### config.mk
export PLATFORM = sky130hd
export DESIGN_NAME = t08_lcd_seq
export DESIGN_NICKNAME = d
export VERILOG_FILES = /design/src/rtl/t08_lcd_pkg.sv /design/src/rtl/t08_lcd_xact.sv /design/src/rtl/t08_lcd_seq.sv
export SDC_FILE = /design/constraint.sdc
export NUM_CORES = 1
export LEC_CHECK = 0
export BUFFER_PORTS_ARGS = -buffer_cell sky130_fd_sc_hd__buf_2
export CAP_MARGIN = 15
export CORE_MARGIN = 4
export CORE_UTILIZATION = 31
export DETAILED_ROUTE_END_ITERATION = 16
export GPL_ROUTABILITY_DRIVEN = 0
export PLACE_DENSITY = 0.53
export REMOVE_ABC_BUFFERS = 1
export SLEW_MARGIN = 15
export SYNTH_ARGS = -nofsm -noshare
export SYNTH_HDL_FRONTEND = slang
export SYNTH_SLANG_ARGS = --single-unit
### constraint.sdc
create_clock -name clk -period 6.85 [get_ports clk]
set_clock_uncertainty 0.05 [all_clocks]
set_input_delay 1.0275 -clock clk [delete_from_list [all_inputs] [get_ports clk]]
set_output_delay 1.0275 -clock clk [all_outputs]
set_load 0.01 [all_outputs]
### src/rtl/t08_lcd_pkg.sv
// Shared opcodes, state encodings and panel limits for the t08 LCD command sequencer.
package t08_lcd_pkg;

    localparam logic [7:0] LCD_SWRESET = 8'h01;
    localparam logic [7:0] LCD_SLPOUT  = 8'h11;
    localparam logic [7:0] LCD_COLMOD  = 8'h3A;
    localparam logic [7:0] LCD_DISPON  = 8'h29;
    localparam logic [7:0] LCD_CASET   = 8'h2A;
    localparam logic [7:0] LCD_PASET   = 8'h2B;
    localparam logic [7:0] LCD_MWR     = 8'h2C;
    localparam logic [7:0] LCD_MWC     = 8'h3C;

    localparam int XMAX_DEFAULT = 319;
    localparam int YMAX_DEFAULT = 239;

    typedef enum logic [2:0] {
        ST_INIT,
        ST_IDLE,
        ST_CASET,
        ST_PASET,
        ST_MWR,
        ST_MWC,
        ST_FIN
    } top_state_t;

    typedef enum logic [2:0] {
        XS_IDLE,
        XS_ISSUE,
        XS_WAIT_HI,
        XS_WAIT_LO,
        XS_GAP
    } xact_state_t;

    // Address-window parameter: two 16-bit big-endian values, first byte in [31:24].
    function automatic logic [31:0] pack_range(input logic [8:0] lo, input logic [8:0] hi);
        return {7'b0, lo, 7'b0, hi};
    endfunction

endpackage

### src/rtl/t08_lcd_xact.sv
// One driver transaction: ISSUE, wait for busy high, wait for busy low, one-cycle enable gap.
module t08_lcd_xact
    import t08_lcd_pkg::*;
(
    input  logic        clk,
    input  logic        nrst,
    input  logic        start,
    input  logic [7:0]  cmd,
    input  logic [31:0] par,
    input  logic [3:0]  cnt,
    input  logic        busy,
    output logic        xdone,
    output logic        spi_en,
    output logic [7:0]  spi_cmd,
    output logic [31:0] spi_par,
    output logic [3:0]  spi_cnt
);

    xact_state_t state, state_n;
    logic        load;

    always_ff @(posedge clk) begin
        if (!nrst) begin
            state   <= XS_IDLE;
            spi_cmd <= '0;
            spi_par <= '0;
            spi_cnt <= '0;
        end else begin
            state <= state_n;
            if (load) begin
                spi_cmd <= cmd;
                spi_par <= par;
                spi_cnt <= cnt;
            end
        end
    end

    // A new start is taken during GAP so consecutive transactions run back to back.
    always_comb begin
        state_n = state;
        load    = 1'b0;
        case (state)
            XS_IDLE: begin
                if (start) begin
                    load    = 1'b1;
                    state_n = XS_ISSUE;
                end
            end
            XS_ISSUE:   state_n = XS_WAIT_HI;
            XS_WAIT_HI: if (busy) state_n = XS_WAIT_LO;
            XS_WAIT_LO: if (!busy) state_n = XS_GAP;
            XS_GAP: begin
                if (start) begin
                    load    = 1'b1;
                    state_n = XS_ISSUE;
                end else begin
                    state_n = XS_IDLE;
                end
            end
            default: state_n = XS_IDLE;
        endcase
    end

    assign xdone  = (state == XS_GAP);
    assign spi_en = (state == XS_ISSUE) || (state == XS_WAIT_HI) || (state == XS_WAIT_LO);

endmodule

### src/rtl/t08_lcd_seq.sv
// Rectangle-fill command sequencer for the t08 LCD bus driver.
// Define T08_LCD_INIT_EN to run the panel power-up sequence after every reset.
module t08_lcd_seq
    import t08_lcd_pkg::*;
#(
    parameter logic [23:0] RESET_WAIT = 24'd600000,
    parameter int          XMAX       = XMAX_DEFAULT,
    parameter int          YMAX       = YMAX_DEFAULT
) (
    input  logic        clk,
    input  logic        nrst,
    input  logic        req_valid,
    output logic        req_ready,
    input  logic [8:0]  req_x0,
    input  logic [8:0]  req_x1,
    input  logic [8:0]  req_y0,
    input  logic [8:0]  req_y1,
    input  logic [23:0] req_color,
    output logic        done,
    output logic        err,
    output logic        spi_en,
    output logic [7:0]  spi_cmd,
    output logic [31:0] spi_par,
    output logic [3:0]  spi_cnt,
    output logic        spi_rw,
    input  logic        spi_busy
);

    localparam logic [8:0] XLIM = 9'(XMAX);
    localparam logic [8:0] YLIM = 9'(YMAX);

    top_state_t  state, state_n;
    logic        start, xdone, accept, reject, bad;
    logic [7:0]  xcmd;
    logic [31:0] xpar;
    logic [3:0]  xcnt;
    logic [8:0]  x0_q, x1_q, y0_q, y1_q, dx, dy;
    logic [23:0] color_q;
    logic [16:0] npix, rem;
    logic        ready_q, err_q;

`ifdef T08_LCD_INIT_EN
    logic [2:0]  init_step, init_step_n;
    logic [23:0] wcnt;
    logic        wload;
    localparam logic [23:0] WAIT_LAST = (RESET_WAIT == 24'd0) ? 24'd0 : RESET_WAIT - 24'd1;
    localparam top_state_t  RESET_STATE = ST_INIT;
`else
    localparam top_state_t  RESET_STATE = ST_IDLE;
`endif

    assign bad  = (req_x1 < req_x0) || (req_y1 < req_y0) || (req_x1 > XLIM) || (req_y1 > YLIM);
    assign dx   = x1_q - x0_q + 9'd1;
    assign dy   = y1_q - y0_q + 9'd1;
    assign npix = {8'b0, dx} * {8'b0, dy};

    always_ff @(posedge clk) begin
        if (!nrst) begin
            state   <= RESET_STATE;
            ready_q <= 1'b0;
            err_q   <= 1'b0;
            x0_q    <= '0;
            x1_q    <= '0;
            y0_q    <= '0;
            y1_q    <= '0;
            color_q <= '0;
            rem     <= '0;
        end else begin
            state   <= state_n;
            ready_q <= (state_n == ST_IDLE);
            err_q   <= reject;
            if (accept) begin
                x0_q    <= req_x0;
                x1_q    <= req_x1;
                y0_q    <= req_y0;
                y1_q    <= req_y1;
                color_q <= req_color;
            end
            if (state == ST_PASET && xdone) begin
                rem <= npix - 17'd1;
            end else if (state == ST_MWC && xdone) begin
                rem <= rem - 17'd1;
            end
        end
    end

`ifdef T08_LCD_INIT_EN
    always_ff @(posedge clk) begin
        if (!nrst) begin
            init_step <= '0;
            wcnt      <= '0;
        end else begin
            init_step <= init_step_n;
            if (wload) begin
                wcnt <= WAIT_LAST;
            end else if (wcnt != 24'd0) begin
                wcnt <= wcnt - 24'd1;
            end
        end
    end
`endif

    // Each command state launches the next transaction during the current one's GAP.
    always_comb begin
        state_n = state;
        start   = 1'b0;
        accept  = 1'b0;
        reject  = 1'b0;
        xcmd    = LCD_CASET;
        xpar    = '0;
        xcnt    = '0;
`ifdef T08_LCD_INIT_EN
        init_step_n = init_step;
        wload       = 1'b0;
`endif
        case (state)
            ST_INIT: begin
`ifdef T08_LCD_INIT_EN
                case (init_step)
                    3'd0: begin
                        start       = 1'b1;
                        xcmd        = LCD_SWRESET;
                        init_step_n = 3'd1;
                    end
                    3'd1, 3'd3: begin
                        if (xdone) begin
                            wload       = 1'b1;
                            init_step_n = init_step + 3'd1;
                        end
                    end
                    3'd2: begin
                        if (wcnt == 24'd0) begin
                            start       = 1'b1;
                            xcmd        = LCD_SLPOUT;
                            init_step_n = 3'd3;
                        end
                    end
                    3'd4: begin
                        if (wcnt == 24'd0) begin
                            start       = 1'b1;
                            xcmd        = LCD_COLMOD;
                            xpar        = 32'h6600_0000;
                            xcnt        = 4'd1;
                            init_step_n = 3'd5;
                        end
                    end
                    3'd5: begin
                        if (xdone) begin
                            start       = 1'b1;
                            xcmd        = LCD_DISPON;
                            init_step_n = 3'd6;
                        end
                    end
                    default: begin
                        if (xdone) begin
                            state_n = ST_IDLE;
                        end
                    end
                endcase
`else
                state_n = ST_IDLE;
`endif
            end
            ST_IDLE: begin
                if (ready_q && req_valid) begin
                    if (bad) begin
                        reject = 1'b1;
                    end else begin
                        accept  = 1'b1;
                        start   = 1'b1;
                        xcmd    = LCD_CASET;
                        xpar    = pack_range(req_x0, req_x1);
                        xcnt    = 4'd4;
                        state_n = ST_CASET;
                    end
                end
            end
            ST_CASET: begin
                if (xdone) begin
                    start   = 1'b1;
                    xcmd    = LCD_PASET;
                    xpar    = pack_range(y0_q, y1_q);
                    xcnt    = 4'd4;
                    state_n = ST_PASET;
                end
            end
            ST_PASET: begin
                if (xdone) begin
                    start   = 1'b1;
                    xcmd    = LCD_MWR;
                    xpar    = {color_q, 8'h00};
                    xcnt    = 4'd3;
                    state_n = ST_MWR;
                end
            end
            ST_MWR, ST_MWC: begin
                if (xdone) begin
                    if ((state == ST_MWR && rem == 17'd0) || (state == ST_MWC && rem == 17'd1)) begin
                        state_n = ST_FIN;
                    end else begin
                        start   = 1'b1;
                        xcmd    = LCD_MWC;
                        xpar    = {color_q, 8'h00};
                        xcnt    = 4'd3;
                        state_n = ST_MWC;
                    end
                end
            end
            ST_FIN:  state_n = ST_IDLE;
            default: state_n = RESET_STATE;
        endcase
    end

    t08_lcd_xact u_xact (
        .clk     (clk),
        .nrst    (nrst),
        .start   (start),
        .cmd     (xcmd),
        .par     (xpar),
        .cnt     (xcnt),
        .busy    (spi_busy),
        .xdone   (xdone),
        .spi_en  (spi_en),
        .spi_cmd (spi_cmd),
        .spi_par (spi_par),
        .spi_cnt (spi_cnt)
    );

    assign req_ready = ready_q;
    assign err       = err_q;
    assign done      = (state == ST_FIN);
    assign spi_rw    = 1'b1;

endmodule

# Word level (Yosys, flattened, before mapping)
# Index checks and enable logic that the tools add are counted.
[word_totals]
wordCells = 101
register_bits = 129
out_inout_bits = 49
latchBits = 0
inputBits = 64
rom_bits = 0
ram_bits = 0
mem_count = 0
[classes]
div_mod_pow = 0
add_sub_neg = 6
mux = 43
n_shift = 0
n_mul = 1
reduce_logical = 19
order_cmp = 4
bitwise_logic = 0
n_eq_ne = 15
[op_table]
columns = ["operator", "count"]
rows = [
  ["$pmux 32 s4", 1],
  ["$mux 32", 3],
  ["$mux 25", 3],
  ["$mux 3", 12],
  ["$mux 17", 2],
  ["$sub 17x1->17 const B", 2],
  ["$pmux 3 s4", 2],
  ["$add 9x1->9 const B", 2],
  ["$lt 9x9->1", 2],
  ["$sub 9x9->9", 2],
  ["$eq 17x1->1 const B", 1],
  ["$logic_not 17->1", 1],
  ["$mul 9x9->17", 1],
  ["$pmux 3 s5", 1],
  ["$pmux 5 s3", 1],
  ["$eq 3x2->1 const B", 4],
  ["$eq 3x3->1 const B", 4],
  ["$mux 1", 11],
  ["$mux 5", 2],
  ["$eq 3x1->1 const B", 3],
  ["$gt 9x8->1 const B", 1],
  ["$gt 9x9->1 const B", 1],
  ["$mux 2", 4],
  ["$logic_or 1x1->1", 6],
  ["other kinds (7)", 16],
]

# Depth between registers and ports, before layout
[logic_depth]
word_depth = 9
ltp_mapped = 28
depth_no_buf = 28

# Modules after synthesis
# Synthesis repeated with hierarchy kept, for this count alone.
[hier_totals]
hier_cells = 1180
area_unflattened_um2 = 10067.2
[by_module_without_submodules]
columns = ["mod", "instances", "seq_area_each_um2", "cells_per_inst", "area_per_inst_um2"]
rows = [
  ["t08_lcd_seq", 1, 1641.6, 975, 8081.5],
  ["t08_lcd_xact", 1, 940.9, 205, 1985.7],
]

# Worst setup path after synthesis
# No wires, ideal clock.
[synth_path]
kind = "flip-flop to flip-flop"
start = "register x1_q[1]"
end = "register rem[9]"
setup_time_ps = 115
n_path_buf = 0
arrival_ps = 6316
path_stages_with_launch = 26
t_required_ps = 6685
synth_period_minus_slack_ps = 6481
setup_slack_ps = 369
cell_sequence = "dfxtp_1 inv_1 ha_1 inv_1 ha_1 fa_1 a21o_1 a21oi_1 o21ai_0 a21oi_1 xnor2_1 nand2_1 fa_1 inv_1 fa_1 fa_1 fa_1 inv_1 fa_1 inv_1 ha_1 or3_1 o21ai_0 xnor2_1 nor2_1 a2111oi_0"
[synth_via]
elab_chain_cells = 5
[synth_lines]
columns = ["element", "line_no", "rtl"]
rows = [
  ["start, declared", "t08_lcd_seq.sv:37", "logic [8:0] x0_q, x1_q, y0_q, y1_q, dx, dy;"],
  ["start signal, assigned", "t08_lcd_seq.sv:74", "x1_q <= req_x1;"],
  ["$sub 9x9->9", "t08_lcd_seq.sv:53", "assign dx = x1_q - x0_q + 9'd1;"],
  ["$add 9x1->9", "t08_lcd_seq.sv:53", ""],
  ["$mul 9x9->17", "t08_lcd_seq.sv:55", "assign npix = {8'b0, dx} * {8'b0, dy};"],
  ["$sub 17x1->17", "t08_lcd_seq.sv:80", "rem <= npix - 17'd1;"],
  ["$mux 17", "t08_lcd_seq.sv:79", "if (state == ST_PASET && xdone) begin"],
  ["end signal, assigned", "t08_lcd_seq.sv:80", ""],
  ["end signal, assigned", "t08_lcd_seq.sv:82", "rem <= rem - 17'd1;"],
  ["end, declared", "t08_lcd_seq.sv:39", "logic [16:0] npix, rem;"],
]
# Every way passes these cells.
# A chain may end at the register's enable or synchronous reset.

# Worst setup path in the final report
[layout_path]
start = "register x1_q[1]"
end = "register rem[14]"
# The elaborated chain is that of the path after synthesis.

==> flow_summary_export.csv <==
group,metric,value,unit
run_status,outcome,"complete, no violations",
timing,slew_viol_final,0,
finish,fin_area,10700,um^2
yosys,synth_top_cell_by_area,"dfxtp_1",
drt,detail_route.vias_per_cell,4.88,
worst_hold_path,hp-class,"flip-flop to flip-flop",
cts,cts_buffers,17,
worst_hold_path,min-delay-start,"x0_q[4]",
worst_setup_path,worst_r2r_endpoint,"rem[14]",
timing,setup_violations,0,
finish,syn_to_final_growth,18.3,%
worst_setup_path,timing.reg2reg.setup_slack,0.34,ns
drt,drc,0,
timing,fin_hold_ws,0.398,ns
worst_setup_path,cp.arrival,6.76,ns
cts,clkLatencyLatePin,0.42,ns
grt,antenna_found_initial,0,
finish,final_util,0.373,
yosys,ys_warn_count,0,
yosys,syn_inst,1087,
timing,worst_pin_slew,1.04,ns
drt,detail-route-antenna-nets,0,
finish,drive_gt1_frac,0.157,
grt,grt_overflow,0,
power_and_ir_drop,p_per_area,202,nW/um^2
placed_design,hpwlAfterDp,17.7,mm
worst_setup_path,rr_worst_depth,28,
placed_design,placed_area,10000,um^2
worst_setup_path,slowest_stage,"fa_1",
placed_design,portBuffers,108,
grt,grt_pass1_vias,7777,
timing,hold_violations,0,
yosys,synth_edf_count,0,
drt,firstDrtPassIters,5,
yosys,synth_ff_type,"dfxtp_1",
worst_hold_path,hold_depth,2,
worst_setup_path,path_delay_family,"adder cells",
cts,cts_tree,"built",
worst_setup_path,cp_max_fo,5,
floorplanning,start_util,0.315,
timing,max-slew-margin-rel,0.308,
timing,rsz0062_at_grt,"yes",
finish,layout.nets,1405,
worst_setup_path,criticalPathCategory,"flip-flop to flip-flop",
worst_setup_path,crit_path_max_incr_delay,0.54,ns
drt,wl,23.5,mm
yosys,syn_area,9040,um^2
worst_hold_path,hold_end,"x0_q[4]",
cts,cts_max_path_buffers,2,
drt,drt_iter0_drc,344,
yosys,synth_seq_cells,124,
yosys,yosysSeqAreaShare,0.275,
timing,period_minus_slack,6.51,ns
yosys,async_flop_share,0,
worst_setup_path,reg2reg_from,"x1_q[1]",
power_and_ir_drop,vdd_drop_max,0.000148,V
yosys,ys_types,62,
worst_setup_path,critPathBufInv,7,
timing,fin_crit_sh,0.950,
yosys,synth.area.top_cells,"dfxtp_1 27%, ha_1 14%, fa_1 12%",
grt,grt_max_degree,79,
timing,finalWorstSetupSlack,0.342,ns
cts,htree_num_levels,4,
floorplanning,io_pins,113,
floorplanning,fp.dieH,179,um
grt,grt_pass1_wl,39.6,mm
grt,grtUsageTotal,0.152,
cts,root_buffer,"clkbuf_16",
worst_setup_path,critPathCaptureType,"flip-flop",
power_and_ir_drop,p_leak,4.68,nW
timing,max_freq,0.154,GHz
floorplanning,rows,62,
worst_setup_path,worst-endpoint-required,7.10,ns
yosys,synth_top_cell_area_share,0.275,
drt,wire_per_inst,14.8,um
cts,cts_sinks,124,
floorplanning,core_area,28700,um^2
cts,cts.clk_slew.worst_paths,0.06,ns
floorplanning,die-area,32000,um^2
finish,antenna_cells,0,
worst_setup_path,critPathLaunchType,"flip-flop",
timing,fin_tns_setup,0,ns
placed_design,dpl_worst_slack,0.0602,ns
floorplanning,die_x,179,um
yosys,avgSynthCellArea,8.32,um^2
job,cap_violations,0,
drt,vias,7730,
power by group:
group          internal (mW)  switching, mW
logic                  0.214          0.280
clock network          0.560          0.384
registers              0.724        0.00248
total                   1.50          0.667
final cells by class:
cell class | instances | area (um^2)
Clock buffer | 18 | 439
Clock inverter | 14 | 169
Fill cell | 3068 | 18000
Inverter | 117 | 439
Multi-Input combinational cell | 798 | 5980
Sequential cell | 124 | 2480
Tap cell | 384 | 480
Timing Repair Buffer | 130 | 706
worst max path at each step:
stage | from | slack, ns | cells after the start | endpoint
after floorplan | x1_q[1] | 0.35 | 25 | rem[9]
after global placement | x1_q[1] | 0.22 | 27 | rem[14]
after detailed placement | x1_q[1] | 0.06 | 27 | rem[14]
after CTS | x1_q[1] | 0.03 | 27 | rem[14]
after global routing | x1_q[1] | -0.02 | 28 | rem[14]
final | x1_q[1] | 0.34 | 28 | rem[14]
sequential cells by signal, summed over array words and instances (netlist names):
| signal | flops |
|---|---|
| y0_q | 9 |
| x1_q | 9 |
| req_ready | 1 |
| state | 3 |
| u_xact.spi_cnt | 2 |
| u_xact.spi_par | 32 |
| u_xact.state | 3 |
| y1_q | 9 |
| color_q | 24 |
| err | 1 |
| u_xact.spi_cmd | 5 |
| rem | 17 |
| x0_q | 9 |
timing repair:
action | CTS | global route
buffers inserted | 0 | 0
hold buffers | 0 | 0
setup endpoints to repair | 0 | 8
resized for setup | 0 | 16
synthesized netlist by cell type (5+ instances only):
| cell | count |
|---|---|
| nand2_1 | 197 |
| fa_1 | 55 |
| a211oi_1 | 8 |
| nor2b_1 | 8 |
| a22o_1 | 24 |
| nand4_1 | 7 |
| buf_2 | 5 |
| nand2b_1 | 7 |
| buf_4 | 7 |
| o21ai_0 | 22 |
| a21oi_1 | 109 |
| nor3_1 | 16 |
| xnor2_1 | 28 |
| o2bb2ai_1 | 18 |
| a2111oi_0 | 5 |
| a22oi_1 | 8 |
| o2111ai_1 | 7 |
| nor2_1 | 63 |
| o21a_1 | 8 |
| clkbuf_1 | 34 |
| ha_1 | 98 |
| and2_1 | 10 |
| dfxtp_1 | 124 |
| xor2_1 | 15 |
| inv_1 | 117 |
| nand3_1 | 13 |
| a21o_1 | 12 |
kinds of logic (layout without fill, tap and decap cells):
kind of cell | after synthesis | count (layout) | share of synthesized area
xor+xnor | 43 | 43 | 0.0417
flops | 124 | 124 | 0.275
fa+ha+maj | 153 | 153 | 0.257
other cells | 2 | 4 | 0.000831
mux | 1 | 1 | 0.00111
buf+inv | 167 | 279 | 0.0738
simple gates | 345 | 345 | 0.167
compound gates | 252 | 252 | 0.184
cell usage in the layout, fill, tap and decap left out, drive strengths merged, types with 10 or more instances in the layout:
cell / n
nand2: 197
nor3: 16
o2bb2ai: 18
fa: 55
nand3: 13
clkbuf: 18
o21ai: 24
nor2: 63
a21oi: 111
buf: 130
xnor2: 28
ha: 98
a21o: 12
and2: 10
inv: 126
xor2: 15
dfxtp: 124
a22o: 24
worst register-to-register path: cells and delay by family, from the launching register on:
family	cells	cell delay [ns]
buffers and inverters	7	0.55
AO/OA/AOI/OAI	7	1.34
AND/OR/NAND/NOR	3	0.18
XOR/XNOR	2	0.29
flip-flops	1	0.33
adder cells (fa/ha/maj)	9	3.67
through the flow:
stage / power [mW] / instances
after floorplan: 1.09 / 1039
after global placement: 1.22 / 1553
after detailed placement: 1.22 / 1553
after CTS: 2.18 / 1585
after global routing: 2.29 / 1585
final: 2.16 / 1585
routing by layer:
layer  vias up  global-route usage  wire length [um]
met2       148               0.253             11200
li1       3874                   -                 -
met4         0              0.0422               298
met1      3687               0.198             10800
met5         -                   0                 0
met3        21              0.0365              1130
Note: power is estimated with default switching activity, not from simulation.
